===== src/rtl/temp_pkg.sv =====
// Shared types, widths and helpers for the temperature BCD converter.
package temp_pkg;

   localparam int unsigned RAW_W    = 24;
   localparam int unsigned BCD_MAX  = 9999;
   localparam int unsigned BIN_W    = 14;
   localparam int unsigned N_DIGITS = 4;
   localparam int unsigned BCD_W    = 4 * N_DIGITS;
   localparam int unsigned DD_ITER  = 14;
   localparam int unsigned CNT_W    = 4;

   typedef enum logic [1:0] {
      ST_IDLE  = 2'd0,
      ST_SHIFT = 2'd1,
      ST_DONE  = 2'd2
   } state_t;

   // One scaled sample with its clamp flag, as carried through the pending slot.
   typedef struct packed {
      logic             sat;
      logic [BIN_W-1:0] bin;
   } sample_t;

   // Clamp a scaled readout to the 4-digit display range.
   function automatic sample_t make_sample(input logic [RAW_W-1:0] v);
      sample_t s;
      if (v > RAW_W'(BCD_MAX)) begin
         s.sat = 1'b1;
         s.bin = BIN_W'(BCD_MAX);
      end else begin
         s.sat = 1'b0;
         s.bin = v[BIN_W-1:0];
      end
      return s;
   endfunction

endpackage


===== src/rtl/bcd_dd_step.sv =====
// One double-dabble iteration: add 3 to each digit >= 5, then shift {digits, bin} left.
module bcd_dd_step
   import temp_pkg::*;
(
   input  logic [BCD_W-1:0] i_digits,
   input  logic [BIN_W-1:0] i_bin,
   output logic [BCD_W-1:0] o_digits,
   output logic [BIN_W-1:0] o_bin
);

   logic [BCD_W-1:0] w_adj;

   // Per-digit add-3 correction so the following shift stays in decimal.
   always_comb begin
      w_adj = i_digits;
      for (int d = 0; d < int'(N_DIGITS); d++) begin
         if (i_digits[4*d +: 4] >= 4'd5) begin
            w_adj[4*d +: 4] = i_digits[4*d +: 4] + 4'd3;
         end
      end
   end

   assign o_digits = {w_adj[BCD_W-2:0], i_bin[BIN_W-1]};
   assign o_bin    = {i_bin[BIN_W-2:0], 1'b0};

endmodule


===== src/rtl/temp_bcd_converter.sv =====
// Sensor readout to packed BCD: edge-triggered capture, clamp, 14-step double-dabble,
// with a one-deep pending slot so samples arriving mid-conversion are not lost.
module temp_bcd_converter
   import temp_pkg::*;
#(
   parameter int unsigned SHIFT = 8
) (
   input  logic             clk_in,
   input  logic             rst,
   input  logic [RAW_W-1:0] raw_code,
   input  logic             new_data_trigger,
   output logic [BCD_W-1:0] bcd_values,
   output logic             bcd_valid,
   output logic             busy,
   output logic             saturated,
   output logic             overrun
);

   state_t           r_state, w_state_nxt;
   logic             r_trig_q;
   logic [BCD_W-1:0] r_digits, w_digits_nxt;
   logic [BIN_W-1:0] r_bin, w_bin_nxt;
   logic             r_sat, w_sat_nxt;
   logic [CNT_W-1:0] r_cnt, w_cnt_nxt;
   logic             r_pend_vld, w_pend_vld_nxt;
   sample_t          r_pend, w_pend_nxt;
   logic [BCD_W-1:0] r_bcd, w_bcd_nxt;
   logic             r_bcd_valid, w_bcd_valid_nxt;
   logic             r_busy, w_busy_nxt;
   logic             r_saturated, w_saturated_nxt;
   logic             r_overrun, w_overrun_nxt;

   logic             w_edge;
   logic [RAW_W-1:0] w_v;
   sample_t          w_new;
   logic [BCD_W-1:0] w_step_digits;
   logic [BIN_W-1:0] w_step_bin;

   assign w_edge = new_data_trigger & ~r_trig_q;
   assign w_v    = raw_code >> SHIFT;
   assign w_new  = make_sample(w_v);

   bcd_dd_step u_step (
      .i_digits (r_digits),
      .i_bin    (r_bin),
      .o_digits (w_step_digits),
      .o_bin    (w_step_bin)
   );

   // State and datapath registers; trigger history follows the input even in reset.
   always_ff @(posedge clk_in) begin
      r_trig_q <= new_data_trigger;
      if (rst) begin
         r_state     <= ST_IDLE;
         r_digits    <= '0;
         r_bin       <= '0;
         r_sat       <= 1'b0;
         r_cnt       <= '0;
         r_pend_vld  <= 1'b0;
         r_pend      <= '0;
         r_bcd       <= '0;
         r_bcd_valid <= 1'b0;
         r_busy      <= 1'b0;
         r_saturated <= 1'b0;
         r_overrun   <= 1'b0;
      end else begin
         r_state     <= w_state_nxt;
         r_digits    <= w_digits_nxt;
         r_bin       <= w_bin_nxt;
         r_sat       <= w_sat_nxt;
         r_cnt       <= w_cnt_nxt;
         r_pend_vld  <= w_pend_vld_nxt;
         r_pend      <= w_pend_nxt;
         r_bcd       <= w_bcd_nxt;
         r_bcd_valid <= w_bcd_valid_nxt;
         r_busy      <= w_busy_nxt;
         r_saturated <= w_saturated_nxt;
         r_overrun   <= w_overrun_nxt;
      end
   end

   // Next-state, conversion datapath, pending slot and output strobes.
   always_comb begin
      w_state_nxt     = r_state;
      w_digits_nxt    = r_digits;
      w_bin_nxt       = r_bin;
      w_sat_nxt       = r_sat;
      w_cnt_nxt       = r_cnt;
      w_pend_vld_nxt  = r_pend_vld;
      w_pend_nxt      = r_pend;
      w_bcd_nxt       = r_bcd;
      w_bcd_valid_nxt = 1'b0;
      w_saturated_nxt = r_saturated;
      w_overrun_nxt   = 1'b0;

      unique case (r_state)
         ST_IDLE: begin
            if (w_edge) begin
               w_digits_nxt = '0;
               w_bin_nxt    = w_new.bin;
               w_sat_nxt    = w_new.sat;
               w_cnt_nxt    = '0;
               w_state_nxt  = ST_SHIFT;
            end
         end

         ST_SHIFT: begin
            w_digits_nxt = w_step_digits;
            w_bin_nxt    = w_step_bin;
            w_cnt_nxt    = r_cnt + CNT_W'(1);
            if (r_cnt == CNT_W'(DD_ITER - 1)) begin
               w_state_nxt = ST_DONE;
            end
            if (w_edge) begin
               w_pend_nxt     = w_new;
               w_pend_vld_nxt = 1'b1;
               w_overrun_nxt  = r_pend_vld;
            end
         end

         ST_DONE: begin
            w_bcd_nxt       = r_digits;
            w_saturated_nxt = r_sat;
            w_bcd_valid_nxt = 1'b1;
            w_digits_nxt    = '0;
            w_cnt_nxt       = '0;
            if (r_pend_vld) begin
               // Chain the pending sample; a same-cycle edge refills the freed slot.
               w_bin_nxt      = r_pend.bin;
               w_sat_nxt      = r_pend.sat;
               w_state_nxt    = ST_SHIFT;
               w_pend_vld_nxt = w_edge;
               if (w_edge) begin
                  w_pend_nxt = w_new;
               end
            end else if (w_edge) begin
               // Slot is empty, so the new sample goes straight into the shifter.
               w_bin_nxt   = w_new.bin;
               w_sat_nxt   = w_new.sat;
               w_state_nxt = ST_SHIFT;
            end else begin
               w_state_nxt = ST_IDLE;
            end
         end

         default: begin
            w_state_nxt = ST_IDLE;
         end
      endcase

      w_busy_nxt = (w_state_nxt != ST_IDLE);
   end

   assign bcd_values = r_bcd;
   assign bcd_valid  = r_bcd_valid;
   assign busy       = r_busy;
   assign saturated  = r_saturated;
   assign overrun    = r_overrun;

endmodule


===== config.mk =====
export PLATFORM = sky130hd
export DESIGN_NAME = temp_bcd_converter
export DESIGN_NICKNAME = d
export VERILOG_FILES = /design/src/rtl/temp_pkg.sv /design/src/rtl/bcd_dd_step.sv /design/src/rtl/temp_bcd_converter.sv
export SDC_FILE = /design/constraint.sdc
export NUM_CORES = 1
export LEC_CHECK = 0
export ABC_AREA = 1
export BUFFER_PORTS_ARGS = -buffer_cell sky130_fd_sc_hd__buf_4
export CORE_ASPECT_RATIO = 0.5
export CORE_MARGIN = 5
export CORE_UTILIZATION = 57
export DETAILED_ROUTE_END_ITERATION = 8
export HOLD_SLACK_MARGIN = 0.06
export PLACE_DENSITY = 0.79
export SKIP_CTS_REPAIR_TIMING = 1
export SLEW_MARGIN = 25
export SYNTH_ARGS = -nofsm -noshare
export SYNTH_HDL_FRONTEND = slang
export SYNTH_SLANG_ARGS = --single-unit

===== constraint.sdc =====
create_clock -name clk_in -period 3.5 [get_ports clk_in]
set_input_delay 0.875 -clock clk_in [delete_from_list [all_inputs] [get_ports clk_in]]
set_output_delay 0.875 -clock clk_in [all_outputs]
set_load 0.05 [all_outputs]

==> results of run 1 <==
sequential cells by signal, indices dropped and copies added, names as in the netlist:
signal	flops
r_pend_vld	1
bcd_valid	1
bcd_values	16
r_trig_q	1
busy	1
r_cnt	4
r_state	2
saturated	1
overrun	1
r_digits	16
r_sat	1
r_bin	14
r_pend	15
metrics by stage:
| step | std cells | total power [mW] | hold WS (ps) | utilization (%) |
|---|---|---|---|---|
| 2_1_floorplan | 520 | 1.00 | 449 | - |
| 3_3_place_gp | 623 | 1.04 | 470 | 64.2 |
| 3_5_place_dp | 623 | 1.04 | 476 | 64.2 |
| 4_1_cts | 637 | 2.00 | 483 | 69.2 |
| 5_1_grt | 637 | 2.07 | 513 | 69.2 |
| 6_report | 637 | 1.99 | 486 | 69.2 |
worst paths after layout:
| check | start | endpoint | slack [ps] | cells past startpoint |
|---|---|---|---|---|
| max | r_state[1]$_SDFF_PP0_ | r_cnt[1]$_SDFFE_PP0P_ | 1170 | 8 |
| min | r_digits[13]$_SDFFE_PP0P_ | r_digits[13]$_SDFFE_PP0P_ | 490 | 2 |
| max reg2reg | r_state[1]$_SDFF_PP0_ | r_cnt[1]$_SDFFE_PP0P_ | 1170 | 8 |
| min reg2reg | r_digits[13]$_SDFFE_PP0P_ | r_digits[13]$_SDFFE_PP0P_ | 490 | 2 |
per-layer routing:
layer | vias to the layer above | track usage, %
li1 | 1737 | -
met1 | 1504 | 27.5
met2 | 119 | 33.6
met3 | 11 | 8.48
met4 | 0 | 6.90
met5 | - | 0
area by class of cell:
class / count / area [sq um] / area share (%)
multi-input combinational: 354 / 1810 / 42.3
sequential: 74 / 1480 / 34.6
clock buffer: 11 / 243 / 5.67
timing repair buffer: 41 / 320 / 7.49
inverter: 66 / 248 / 5.79
tap: 88 / 110 / 2.57
clock inverter: 3 / 65.1 / 1.52
synth_stat cells (all sizes together):
library cell  count  share of area (%)
a31oi             1               0.17
o211ai           13                3.2
a21oi            78                 11
nor2             55                6.1
inv              66                6.7
a211oi            1               0.20
dfxtp            74                 40
a22oi             5                1.0
o22ai             1               0.17
xor2              5                1.2
ha               15                5.1
nand3            11                1.5
nand2           106                 11
clkbuf           13                1.4
buf              13                2.9
a21boi            1               0.20
o21ai            62                8.6
power by group through the flow:
stage,registers [mW],clock network [mW],logic (mW)
after floorplan,0.895,0,0.108
after global placement,0.894,0,0.145
after detailed placement,0.894,0,0.147
after CTS,0.877,0.976,0.149
after global routing,0.879,1.02,0.170
final,0.877,0.964,0.150
worst max-delay path, cell delays in order (launching register included):
cell,delay [ps]
dfxtp_1,410
ha_1,570
inv_2,270
o21ai_2,430
nor2_4,210
inv_1,140
o22ai_1,80
inv_1,50
nor2_1,30
cells by family after synthesis:
family | synth area share (%)
simple gates | 18.5
buf+inv | 11.0
xor+xnor | 1.19
fa+ha+maj | 5.08
flops | 40.1
compound gates | 24.2
==> results.cfg, run 1 <==
[yosys]
ys_types = 29
yosys_register_bits = 74
synth_cells = 520
ys_warn_count = 0
avgSynthCellArea_sq_um = 7.11
synth_area_sq_mm = 0.00369
seq_area_frac_synth_pct = 40.1
postSynthNetCount = 562

[floorplanning]
die_height_um = 66.9
ios = 47
rows = 20
core_area_sq_mm = 0.00618
start_util_pct = 59.8
dieArea_sq_mm = 0.00829
die_w_um = 124

[setup_path]
crit_path_end_kind = flop
critPathMaxFanout = 20
arrival_ps = 2540
criticalPathCategory = flop to flop
critPathRequiredTime_ps = 3710
startpoint_type = flop

[job]
max_cap_violations = 0

[global_route]
overflow = 0
grt_pass1_vias = 3090
grt_antenna_before_repair = 0
grt_start_max_net_pins = 30
grt_util_all_layers_pct = 21.6
grt_pass1_wl_um = 14000

[final_layout]
fin_area_sq_mm = 0.00428
area_delta_synth_final_pct = 15.8
final_cell_mix = nand2_1, a21oi_1, dfxtp_1
diodes = 0
layout-drive-gt1-share_pct = 14.4
nets = 588
fill_cells = 539
layout_commonest_cell = nand2_1

[detailed_routing]
via_per_inst = 5.29
dr.pass1.iters = 5
dr_wl_met2_um = 3690
top_layer = met4
met1_length_um = 3770
routedWlPerCell_um = 13.0
drtIter0Drc = 196
drc_errors = 0
dr_total_vias = 3371
wl_um = 8260
antenna_left = 0
wl_met3_um = 685

[sta]
slew_headroom_pct = 37.0
maxSlewViolCount = 0
layout_min_cycle_time_ps = 2330
tightest_slew_ps = 945
setup_slack_ps = 1170
report.final.setup_viol = 0
fin_skew_ps = 4.68
hold_viol = 0
fmax_ghz = 0.429
rsz0062_at_grt = no
tns_ps = 0
timing.final.crit_share_pct = 66.6

[min_path]
min-delay-path-class = flop to flop

[status]
outcome = finished, final reports clean

[clock_network]
clk_latency_ps = 330
cts_buffers = 9
clkTransAtPathRegs_ps = 50
cts_max_level = 3
cts_root_buffer = clkbuf_16
cts_tree = built
cts_buffer_depth = 2
clkSinkCount = 74

[power_and_ir_drop]
swShare_pct = 22.1
vdd_drop_max_uv = 291
p_per_area_mw_per_mm2 = 465
sequentialPowerShare_pct = 44.0
p_int_mw = 1.55
leakage_nw = 1.87
pwr-share-comb_pct = 7.5
switchingPower_mw = 0.440
power_frac_clock_pct = 48.4

[placed_design]
hpwl_um = 5200
gp_congestion = 0.817
placed_area_sq_mm = 0.00397
port_buffers = 38
place_ws_ps = 1030
No activity file was read; power rests on OpenSTA's default activity.
==> inputs of run 2 (changes only) <==
==> constraint.sdc (replaced) <==
create_clock -name clk_in -period 2.4 [get_ports clk_in]
set_input_delay 0.6 -clock clk_in [delete_from_list [all_inputs] [get_ports clk_in]]
set_output_delay 0.6 -clock clk_in [all_outputs]
set_load 0.05 [all_outputs]
==> run 2 against run 1 <==
Largest power group unchanged. Routed wire length is 0.91% higher. Highest routed layer unchanged. Clock skew rose by 2.8 ps. Core utilization up 1.4 points. Non-clock buffer count increased by 6. Critical endpoint is now r_pend[2]$_SDFFE_PP0P_.
==> results.cfg, run 2 (synthesis results as in run 1) <==
[final_layout]
diodes = 0
layout-drive-gt1-share_pct = 15.4
fill_cells = 536
layout_commonest_cell = nand2_1
final_cell_mix = nand2_1, a21oi_1, dfxtp_1
nets = 594
finish.utilization_pct = 70.6
area_delta_synth_final_pct = 18.2

[sta]
timing.final.crit_share_pct = 79.8
slew_headroom_pct = 65.3
layout_min_cycle_time_ps = 1920
tns_ps = 0
fin_skew_ps = 7.46
fmax_ghz = 0.522
tightest_slew_ps = 519
report.final.setup_viol = 0
hold_viol = 0
rsz0062_at_grt = no
maxSlewViolCount = 0

[clock_network]
clkTransAtPathRegs_ps = 60
clk_latency_ps = 340
cts_tree = built
cts_buffer_depth = 2
cts_max_level = 3
cts_root_buffer = clkbuf_16
cts_buffers = 9
clkSinkCount = 74

[setup_path]
crit_chain = inv_1 -> ha_1 -> inv_2 -> o21ai_2 -> nand2_2 -> inv_2 -> nand2_1 -> o211ai_1 -> inv_1
crit_family = buffers and inverters
critPathMaxFanout = 29
critPathBufInv = 4
criticalPathCategory = flop to flop
critical_path.max_stage_delay_ps = 370
startpoint_type = flop
slowest_stage = inv_2
critPathRequiredTime_ps = 2630
arrival_ps = 2140
crit_path_end_kind = flop

[min_path]
min-delay-path-class = primary input to flop

[floorplanning]
dieArea_sq_mm = 0.00829
die_w_um = 124
start_util_pct = 59.8
die_height_um = 66.9
ios = 47
rows = 20
core_area_sq_mm = 0.00618

[global_route]
overflow = 0
grt_antenna_before_repair = 0
grt_pass1_vias = 3041
grt_start_max_net_pins = 34
grt_pass1_wl_um = 14000
grt_util_all_layers_pct = 22.0

[power_and_ir_drop]
switchingPower_mw = 0.676
power_frac_clock_pct = 51.2
p_per_area_mw_per_mm2 = 708
swShare_pct = 21.9
p_int_mw = 2.42
sequentialPowerShare_pct = 41.3
leakage_nw = 1.91
pwr-share-comb_pct = 7.4
vdd_drop_max_uv = 590

[detailed_routing]
antenna_left = 0
wl_um = 8340
drc_errors = 0
via_per_inst = 5.29
dr.pass1.iters = 5
drtIter0Drc = 231
dr_total_vias = 3411
routedWlPerCell_um = 12.9

[placed_design]
port_buffers = 38
gp_congestion = 0.821
hpwl_um = 5280

[status]
outcome = finished, final reports clean

[job]
max_cap_violations = 0
-- run 2: final cells by class --
| class | instances | area (sq um) | share of cell area, % |
|---|---|---|---|
| multi-input cells | 354 | 1810 | 41.4 |
| clock inverters | 4 | 97.6 | 2.23 |
| clock buffers | 12 | 256 | 5.87 |
| well taps | 88 | 110 | 2.52 |
| repair buffers | 47 | 365 | 8.37 |
| flip-flops and latches | 74 | 1480 | 33.9 |
| inverters | 66 | 248 | 5.67 |
-- run 2: metrics by stage --
stage	cells	worst slack (ps)	power [mW]	hold WS (ps)	area [sq um]
CTS	645	479	3.11	361	4370
detailed placement	629	495	1.53	476	4010
global placement	629	538	1.53	471	4010
finish	645	485	3.09	371	4370
floorplan	520	820	1.46	449	3690
global route	645	232	3.22	355	4370
-- run 2: power by group through the flow --
stage / Combinational (mW) / Sequential [mW] / Clock, mW
2_1_floorplan: 0.157 / 1.31 / 0
3_3_place_gp: 0.221 / 1.30 / 0
3_5_place_dp: 0.224 / 1.30 / 0
4_1_cts: 0.229 / 1.28 / 1.61
5_1_grt: 0.258 / 1.28 / 1.68
6_report: 0.230 / 1.28 / 1.58
-- run 2: worst paths after layout --
path	end	from	slack, ps	depth (start not counted)
worst max-delay path	r_pend[2]$_SDFFE_PP0P_	r_state[1]$_SDFF_PP0_	480	9
worst max register to register	r_pend[2]$_SDFFE_PP0P_	r_state[1]$_SDFF_PP0_	480	9
worst min register to register	overrun$_SDFF_PP0_	r_pend_vld$_SDFFE_PP0P_	490	2
worst min-delay path	r_trig_q$_DFF_P_	new_data_trigger	370	1
-- run 2: metal layers --
metal	routed length, um	up-vias	global-route usage, %	share of wire, %
li1	-	1759	-	-
met1	3820	1549	26.9	46
met2	3770	92	35.4	45
met3	642	11	9.33	7.7
met4	100	0	6.62	1.2
met5	0	-	0	0
==> inputs of run 3 (changes only) <==
==> constraint.sdc (replaced) <==
create_clock -name clk_in -period 2 [get_ports clk_in]
set_input_delay 0.5 -clock clk_in [delete_from_list [all_inputs] [get_ports clk_in]]
set_output_delay 0.5 -clock clk_in [all_outputs]
set_load 0.05 [all_outputs]
==> run 3 against run 2 <==
Total power increased by 11%. Design area increased by 0.17%. Worst hold slack got worse by 88 ps. Sequential power increased by 20%. Clock skew decreased by 3.1 ps. Sequential share of layout area decreased by 0.058 points. Sequential cell count unchanged. Count of clock-buffer cells in the layout increased by 2. Routed wire length increased by 0.41%. Maximum frequency increased by 4.5%. Core utilization increased by 0.12 points. Largest cell class unchanged. Highest routed layer unchanged.
==> results.cfg, run 3 (synthesis results as in run 1) <==
[detailed_routing]
drtIter0Drc = 269
dr_total_vias = 3429
dr.pass1.iters = 5
via_per_inst = 5.28
drc_errors = 0
routedWlPerCell_um = 12.9
wl_um = 8370
antenna_left = 0

[sta]
maxSlewViolCount = 0
rsz0062_at_grt = no
fmax_ghz = 0.545
tightest_slew_ps = 433
fin_skew_ps = 4.40
report.final.setup_viol = 0
slew_headroom_pct = 71.1
layout_min_cycle_time_ps = 1830
timing.final.crit_share_pct = 91.7
hold_viol = 0
holdWs_ps = 283
tns_ps = 0

[power_and_ir_drop]
p_per_area_mw_per_mm2 = 784
total_power_mw = 3.43
vdd_drop_max_uv = 562
leakage_nw = 1.92

[min_path]
min-delay-path-class = primary input to flop

[setup_path]
crit_path_end_kind = flop
critPathBufInv = 5
critical_path.max_stage_delay_ps = 400
critPathMaxFanout = 29
arrival_ps = 2060
critPathRequiredTime_ps = 2230
startpoint_type = flop
crit_family = buffers and inverters
crit_chain = inv_1 -> ha_1 -> inv_2 -> o21ai_2 -> nand2_2 -> inv_2 -> buf_12 -> nor2_1 -> nor2_1 -> o21ai_1 -> inv_1
slowest_stage = dfxtp_1
criticalPathCategory = flop to flop

[clock_network]
cts_tree = built
clkSinkCount = 74
cts_buffers = 9
cts_max_level = 3
cts_buffer_depth = 2
clkTransAtPathRegs_ps = 50
cts_root_buffer = clkbuf_16
clk_latency_ps = 340

[floorplanning]
start_util_pct = 59.8
core_area_sq_mm = 0.00618
die_height_um = 66.9
rows = 20
dieArea_sq_mm = 0.00829
ios = 47
die_w_um = 124

[final_layout]
layout_commonest_cell = nand2_1
layout-drive-gt1-share_pct = 15.8
finish.utilization_pct = 70.8
final_cell_mix = nand2_1, a21oi_1, dfxtp_1
nets = 599
area_delta_synth_final_pct = 18.4
diodes = 0

[placed_design]
hpwl_um = 5590
port_buffers = 38
gp_congestion = 0.826

[global_route]
grt_antenna_before_repair = 0
grt_util_all_layers_pct = 22.3
grt_pass1_wl_um = 14200
grt_pass1_vias = 3168
grt_start_max_net_pins = 30
overflow = 0

[status]
outcome = finished, final reports clean

[job]
max_cap_violations = 0
run 3: cell types whose count changed in the layout (fill, tap and decap cells not counted):
cell	before	now
clkinvlp_4	1	0
clkinv_2	0	1
bufinv_16	3	1
clkbuf_1	1	3
buf_12	1	3
buf_4	46	49
run 3: worst paths after layout:
check / from / to / slack (ps) / cells after the start
worst min register to register: r_digits[13]$_SDFFE_PP0P_ / r_digits[13]$_SDFFE_PP0P_ / 490 / 2
worst min-delay path: new_data_trigger / r_trig_q$_DFF_P_ / 280 / 1
worst max register to register: r_state[1]$_SDFF_PP0_ / r_pend[0]$_SDFFE_PP0P_ / 170 / 11
worst max-delay path: r_state[1]$_SDFF_PP0_ / r_pend[0]$_SDFFE_PP0P_ / 170 / 11
run 3: power breakdown:
part           switching [mW]  internal (mW)
logic                   0.174          0.107
registers              0.0217           1.51
clock network           0.581           1.03
total                   0.777           2.65
run 3: area by class of cell:
type / count / area, sq um
Inverter: 66 / 248
Sequential cell: 74 / 1480
Timing Repair Buffer: 52 / 428
Clock buffer: 14 / 264
Fill cell: 512 / 1810
Multi-Input combinational cell: 354 / 1810
Tap cell: 88 / 110
Clock inverter: 2 / 35.0
run 3: through the flow:
stage	worst slack, ps	cells	area, sq um
6_report	167	650	4370
5_1_grt	18.0	650	4370
4_1_cts	183	650	4370
3_5_place_dp	206	634	4080
3_3_place_gp	241	634	4080
2_1_floorplan	420	520	3690
run 3: metal layers:
metal  routed length (um)  up-vias  GRT usage (%)
met2                 3840       89           36.8
met4                  119        0           7.17
met1                 3850     1559           26.4
li1                     -     1768              -
met5                    0        -              0
met3                  556       13           9.41
